File: src/rtl/sipo_pkg.sv
// Shared types and helpers for the SIPO deserializer.
// Exports: state_e (ST_DATA, ST_PARITY), cnt_width() for the Bit_Count width,
// even_parity() for the optional parity check (SIPO_PARITY_EN).
package sipo_pkg;

    typedef enum logic {
        ST_DATA   = 1'b0,
        ST_PARITY = 1'b1
    } state_e;

    // Bit_Count must be able to hold the value WIDTH (reached in PARITY).
    function automatic int cnt_width(input int width);
        return $clog2(width + 1);
    endfunction

    // Even parity of a word: 1 when the word holds an odd number of ones.
    // Callers zero-extend the word to 64 bits; extra zeros do not change parity.
    function automatic logic even_parity(input logic [63:0] word);
        return ^word;
    endfunction

endpackage

File: src/rtl/sipo_hold_reg.sv
// Output holding register with valid/ready handshake and overrun detection.
// Latency: loaded word visible the cycle after load_vld_i; overrun_o pulses aligned with the dropped load.
// Backpressure: a load is taken when empty or draining this cycle, otherwise the word is dropped.
// Ports: clk_i/rst_n_i (async active-low), load_vld_i/load_dat_i (completed word),
//        out_rdy_i (consumer accept), out_dat_o/out_vld_o (held word), overrun_o (pulse).
module sipo_hold_reg #(
    parameter int WIDTH = 4
) (
    input  logic             clk_i,
    input  logic             rst_n_i,
    input  logic             load_vld_i,
    input  logic [WIDTH-1:0] load_dat_i,
    input  logic             out_rdy_i,
    output logic [WIDTH-1:0] out_dat_o,
    output logic             out_vld_o,
    output logic             overrun_o
);

    logic [WIDTH-1:0] dat_q, dat_d;
    logic             vld_q, vld_d;
    logic             ovr_q, ovr_d;
    logic             can_load;

    // Room exists if empty, or if the current word is consumed on this same edge.
    assign can_load = !vld_q || out_rdy_i;

    always_comb begin
        dat_d = dat_q;
        vld_d = vld_q;
        ovr_d = 1'b0;
        if (load_vld_i && can_load) begin
            dat_d = load_dat_i;
            vld_d = 1'b1;
        end else begin
            if (load_vld_i) begin
                ovr_d = 1'b1;
            end
            if (vld_q && out_rdy_i) begin
                vld_d = 1'b0;
            end
        end
    end

    always_ff @(posedge clk_i or negedge rst_n_i) begin
        if (!rst_n_i) begin
            dat_q <= '0;
            vld_q <= 1'b0;
            ovr_q <= 1'b0;
        end else begin
            dat_q <= dat_d;
            vld_q <= vld_d;
            ovr_q <= ovr_d;
        end
    end

    assign out_dat_o = dat_q;
    assign out_vld_o = vld_q;
    assign overrun_o = ovr_q;

endmodule

File: src/rtl/sipo_deserializer.sv
// Serial-in parallel-out deserializer: assembles WIDTH qualified serial bits into a word.
// Latency: word and Out_Valid update on the edge sampling the final bit (data, or parity with SIPO_PARITY_EN).
// Backpressure: Out_Valid/Out_Ready; a word completing into a full, undrained holding register is dropped (Overrun).
// Ports: Clk, Rst_n (async active-low), Serial_In/In_Valid (serial bit), Clear (abort partial word),
//        Parallel_Out/Out_Valid/Out_Ready (word handshake), Bit_Count, Overrun, Parity_Err (pulses).
// Optional feature: define SIPO_PARITY_EN to add an even-parity bit after each word.
module sipo_deserializer
    import sipo_pkg::*;
#(
    parameter int WIDTH     = 4,
    parameter bit MSB_FIRST = 1'b1
) (
    input  logic                          Clk,
    input  logic                          Rst_n,
    input  logic                          Serial_In,
    input  logic                          In_Valid,
    input  logic                          Clear,
    output logic [WIDTH-1:0]              Parallel_Out,
    output logic                          Out_Valid,
    input  logic                          Out_Ready,
    output logic [cnt_width(WIDTH)-1:0]   Bit_Count,
    output logic                          Overrun,
    output logic                          Parity_Err
);

    localparam int CW = cnt_width(WIDTH);

    state_e           state_q, state_d;
    logic [WIDTH-1:0] shift_q, shift_d;
    logic [CW-1:0]    cnt_q, cnt_d;
    logic [WIDTH-1:0] shifted;
    logic             word_vld;
    logic [WIDTH-1:0] word_dat;
`ifdef SIPO_PARITY_EN
    logic             perr_d, perr_q;
`endif

    always_comb begin
        if (MSB_FIRST) begin
            shifted = {shift_q[WIDTH-2:0], Serial_In};
        end else begin
            shifted = {Serial_In, shift_q[WIDTH-1:1]};
        end
    end

    always_comb begin
        state_d  = state_q;
        shift_d  = shift_q;
        cnt_d    = cnt_q;
        word_vld = 1'b0;
        word_dat = shifted;
`ifdef SIPO_PARITY_EN
        perr_d   = 1'b0;
`endif
        if (Clear) begin
            // Abort wins over the bit on this edge; shift contents are flushed by the next frame.
            cnt_d   = '0;
            state_d = ST_DATA;
        end else if (In_Valid) begin
            case (state_q)
                ST_DATA: begin
                    shift_d = shifted;
                    if (cnt_q == CW'(WIDTH - 1)) begin
`ifdef SIPO_PARITY_EN
                        cnt_d   = CW'(WIDTH);
                        state_d = ST_PARITY;
`else
                        cnt_d    = '0;
                        word_vld = 1'b1;
`endif
                    end else begin
                        cnt_d = cnt_q + CW'(1);
                    end
                end
`ifdef SIPO_PARITY_EN
                ST_PARITY: begin
                    // The shift register already holds the full word; this bit is parity only.
                    word_dat = shift_q;
                    word_vld = 1'b1;
                    perr_d   = even_parity(64'(shift_q)) != Serial_In;
                    cnt_d    = '0;
                    state_d  = ST_DATA;
                end
`endif
                default: begin
                    state_d = ST_DATA;
                end
            endcase
        end
    end

    always_ff @(posedge Clk or negedge Rst_n) begin
        if (!Rst_n) begin
            state_q <= ST_DATA;
            shift_q <= '0;
            cnt_q   <= '0;
        end else begin
            state_q <= state_d;
            shift_q <= shift_d;
            cnt_q   <= cnt_d;
        end
    end

`ifdef SIPO_PARITY_EN
    always_ff @(posedge Clk or negedge Rst_n) begin
        if (!Rst_n) begin
            perr_q <= 1'b0;
        end else begin
            perr_q <= perr_d;
        end
    end
    assign Parity_Err = perr_q;
`else
    assign Parity_Err = 1'b0;
`endif

    sipo_hold_reg #(
        .WIDTH (WIDTH)
    ) u_hold (
        .clk_i      (Clk),
        .rst_n_i    (Rst_n),
        .load_vld_i (word_vld),
        .load_dat_i (word_dat),
        .out_rdy_i  (Out_Ready),
        .out_dat_o  (Parallel_Out),
        .out_vld_o  (Out_Valid),
        .overrun_o  (Overrun)
    );

    assign Bit_Count = cnt_q;

endmodule

File: config.mk
export PLATFORM = sky130hd
export DESIGN_NAME = sipo_deserializer
export DESIGN_NICKNAME = d
export VERILOG_FILES = /design/src/rtl/sipo_pkg.sv /design/src/rtl/sipo_hold_reg.sv /design/src/rtl/sipo_deserializer.sv
export SDC_FILE = /design/constraint.sdc
export NUM_CORES = 1
export LEC_CHECK = 0
export CAP_MARGIN = 20
export CORE_UTILIZATION = 33
export CTS_BUF_LIST = sky130_fd_sc_hd__clkbuf_2
export DETAILED_ROUTE_END_ITERATION = 10
export GPL_TIMING_DRIVEN = 1
export HOLD_SLACK_MARGIN = 0.03
export PLACE_DENSITY = 0.69
export SKIP_CTS_REPAIR_TIMING = 1
export SLEW_MARGIN = 20
export SYNTH_ARGS = -nofsm -noshare
export SYNTH_HDL_FRONTEND = slang
export SYNTH_HIERARCHICAL = 1
export SYNTH_SLANG_ARGS = --single-unit
File: constraint.sdc
create_clock -name Clk -period 4.4 [get_ports Clk]
set_input_delay 0.88 -clock Clk [delete_from_list [all_inputs] [get_ports Clk]]
set_output_delay 0.88 -clock Clk [all_outputs]
set_load 0.05 [all_outputs]
==> impl_metrics.toml <==
[status]
status = "finished with violations"
violations = "DRC"

[global_route]
grt_pass1_vias = 311
gr-usage-met3_pct = 5.60
antenna_found_initial = 0
gr-usage-all-layers_pct = 11.0
met2_usage_pct = 15.3
grt_util_met1_pct = 13.0
grt-busiest-layer = "met2"
grt_first_pass_wirelength_mm = 1.34
grt_max_degree = 13
grt_overflow_total = 0

[floorplanning]
start_util_pct = 35.0
rows = 14
core_um2 = 1510
dieArea_um2 = 1760
die_w_um = 42
ios = 16
die_h_um = 42

[critical_path]
critPathTopFamily = "buffers and inverters"
cpMaxStageDelayCell = "clkdlybuf4s50_1"
ff2ff_path_depth = 5
arrival_ps = 1470
cp.required_ps = 3520
slowest_delay_ps = 810
critPathMaxFanout = 2
cp-start-kind = "flop"
crit_type = "flop to output pin"
crit_buf_inv = 1
crit_cells = 1
crit_chain = "clkdlybuf4s50_1"
endpoint_kind = "output pin"

[layout]
ff_latch_area_um2 = 300
nets = 63
drive_gt1_share_pct = 25.9
multi_input_area_um2 = 216
stdcell_count = 70
final_core_util_pct = 46.2
antenna_cells = 0
area_growth_pct = 31.8
nFillCells = 142

[clock_network]
cts_tree = "built"
clkTransAtPathRegs_ps = 110
cts_root_buf = "clkbuf_2"
numCtsBuffers = 3
cts_max_level = 1
cts.sinks = 12
insertion_delay_ps = 260
clockBufferDepth = 2

[timing]
fin_crit_ps = 2350
fmax_mhz = 425
fin_worst_skew_ps = 7.68
grt_setup_unrepaired = "no"
setup_ws_ps = 2050
hold_viol = 0
setup_viol_count_final = 0
finalMaxSlewViolations = 0
worst_pin_slew_ps = 512
post-route-period-util_pct = 53.5
relSlewSlack_pct = 65.8
finalSetupTns_ps = 0

[detailed_routing]
wl_per_cell_um = 11.4
vias = 336
initialDrtViolationCount = 10
drc = 1
vias_per_cell = 4.80
finalWirelength_um = 797
first_pass_iters = 7
final_antenna_net_count = 0

[power_and_ir_drop]
leakage_uw = 0.000328
power_density_nw_per_um2 = 363
ir_drop_mv = 0.112

[synth]
synthesis.nets = 45
synthTopCellsByArea = "dfrtp_1 (57%), mux2_4 (11%), mux2_2 (6.4%)"
yosysMostFrequentCell = "dfrtp_1"
synthCells = 38
ys_types = 18
synthTopCellsByCount = "dfrtp_1 (12), mux2_4 (4), mux2_2 (3), nand2b_1 (3)"
syn_avg_cell_area_um2 = 13.9
ys_seq_area_share_pct = 56.9
ys_ff_latch = 12
synth_warnings = 6
syn_area_um2 = 528
synth_edf_count = 0
synth_top_area_share_pct = 56.9
yosys.area.top_type = "dfrtp_1"
synth_ff_type = "dfrtp_1"
async_flop_share_pct = 100

[place]
pre_cts_ws_ps = 2000
gp_congestion = 0.711
numPlacedInstances = 67
port-buffer-count = 14

[min_path]
hold_path_class = "flop to flop"
whs_path_depth = 1

[job]
maxCapViolCount = 0
## registers in the layout (all words and copies together), names as in the netlist
signal            count
Bit_Count             3
shift_q               3
u_hold/out_dat_o      4
u_hold/out_vld_o      1
u_hold/overrun_o      1
## area by class of cell
cell class	instances	area share, %
clock buffer	3	2.16
timing repair buffer	14	20.1
tap	16	2.88
sequential	12	43.2
multi-input combinational	24	31.1
inverter	1	0.540
## per-stage QoR
step | hold WS [ps] | cell area (um^2) | power, uW
after global placement | 494 | 681 | 204
after detailed placement | 495 | 681 | 204
after global routing | 538 | 696 | 267
final | 518 | 696 | 253
after CTS | 522 | 696 | 258
after floorplan | 478 | 528 | 180
## power by group
| part | switching, uW | internal, uW | total, uW |
|---|---|---|---|
| Combinational | 38.6 | 31.1 | 69.7 |
| Sequential | 8.13 | 124 | 132 |
| Clock | 32.6 | 18.6 | 51.2 |
## placed cells by master (no fill, tap or decap)
| master | count |
|---|---|
| nand2_4 | 1 |
| mux2_4 | 4 |
| dfrtp_1 | 12 |
| nor2_1 | 1 |
| nand3b_1 | 1 |
| and3b_2 | 1 |
| nor3_1 | 1 |
| nor2b_4 | 1 |
| nand2b_4 | 1 |
| inv_1 | 1 |
| nand2_1 | 2 |
| clkdlybuf4s50_1 | 14 |
| ha_1 | 1 |
| nand3_1 | 1 |
| conb_1 | 1 |
| clkbuf_2 | 3 |
| mux2_2 | 3 |
| a21oi_1 | 2 |
| nand2b_1 | 3 |
## path summary, 6_finish.rpt
| path | slack, ps | endpoint | start |
|---|---|---|---|
| setup / recovery | 2050 | Out_Valid | u_hold/out_vld_o$_DFFE_PN0P_ |
| hold / removal | 520 | u_hold/out_dat_o[3]$_DFFE_PN0P_ | shift_q[2]$_DFFE_PN0P_ |
| setup reg to reg | 2880 | u_hold/out_dat_o[1]$_DFFE_PN0P_ | Bit_Count[0]$_DFFE_PN0P_ |
| hold reg to reg | 520 | u_hold/out_dat_o[3]$_DFFE_PN0P_ | shift_q[2]$_DFFE_PN0P_ |
| max in group asynchronous | 3100 | u_hold/out_dat_o[1]$_DFFE_PN0P_ | Rst_n |
| min in group asynchronous | 950 | u_hold/out_dat_o[2]$_DFFE_PN0P_ | Rst_n |
## per-layer routing
metal  wire [um]  vias up
met2         375       13
met5           0        -
met3          63        5
li1            -      156
met1         332      162
met4          25        0
## kinds of logic after synthesis
| logic type | share of synthesized area (%) |
|---|---|
| AND/OR/NAND/NOR | 18.2 |
| flip-flops | 56.9 |
| multiplexers | 17.8 |
| AO/OA/AOI/OAI | 1.90 |
| buffers and inverters | 2.13 |
| adder cells (fa/ha/maj) | 2.37 |
| other | 0.710 |
Power figures use the tool's default switching activity.
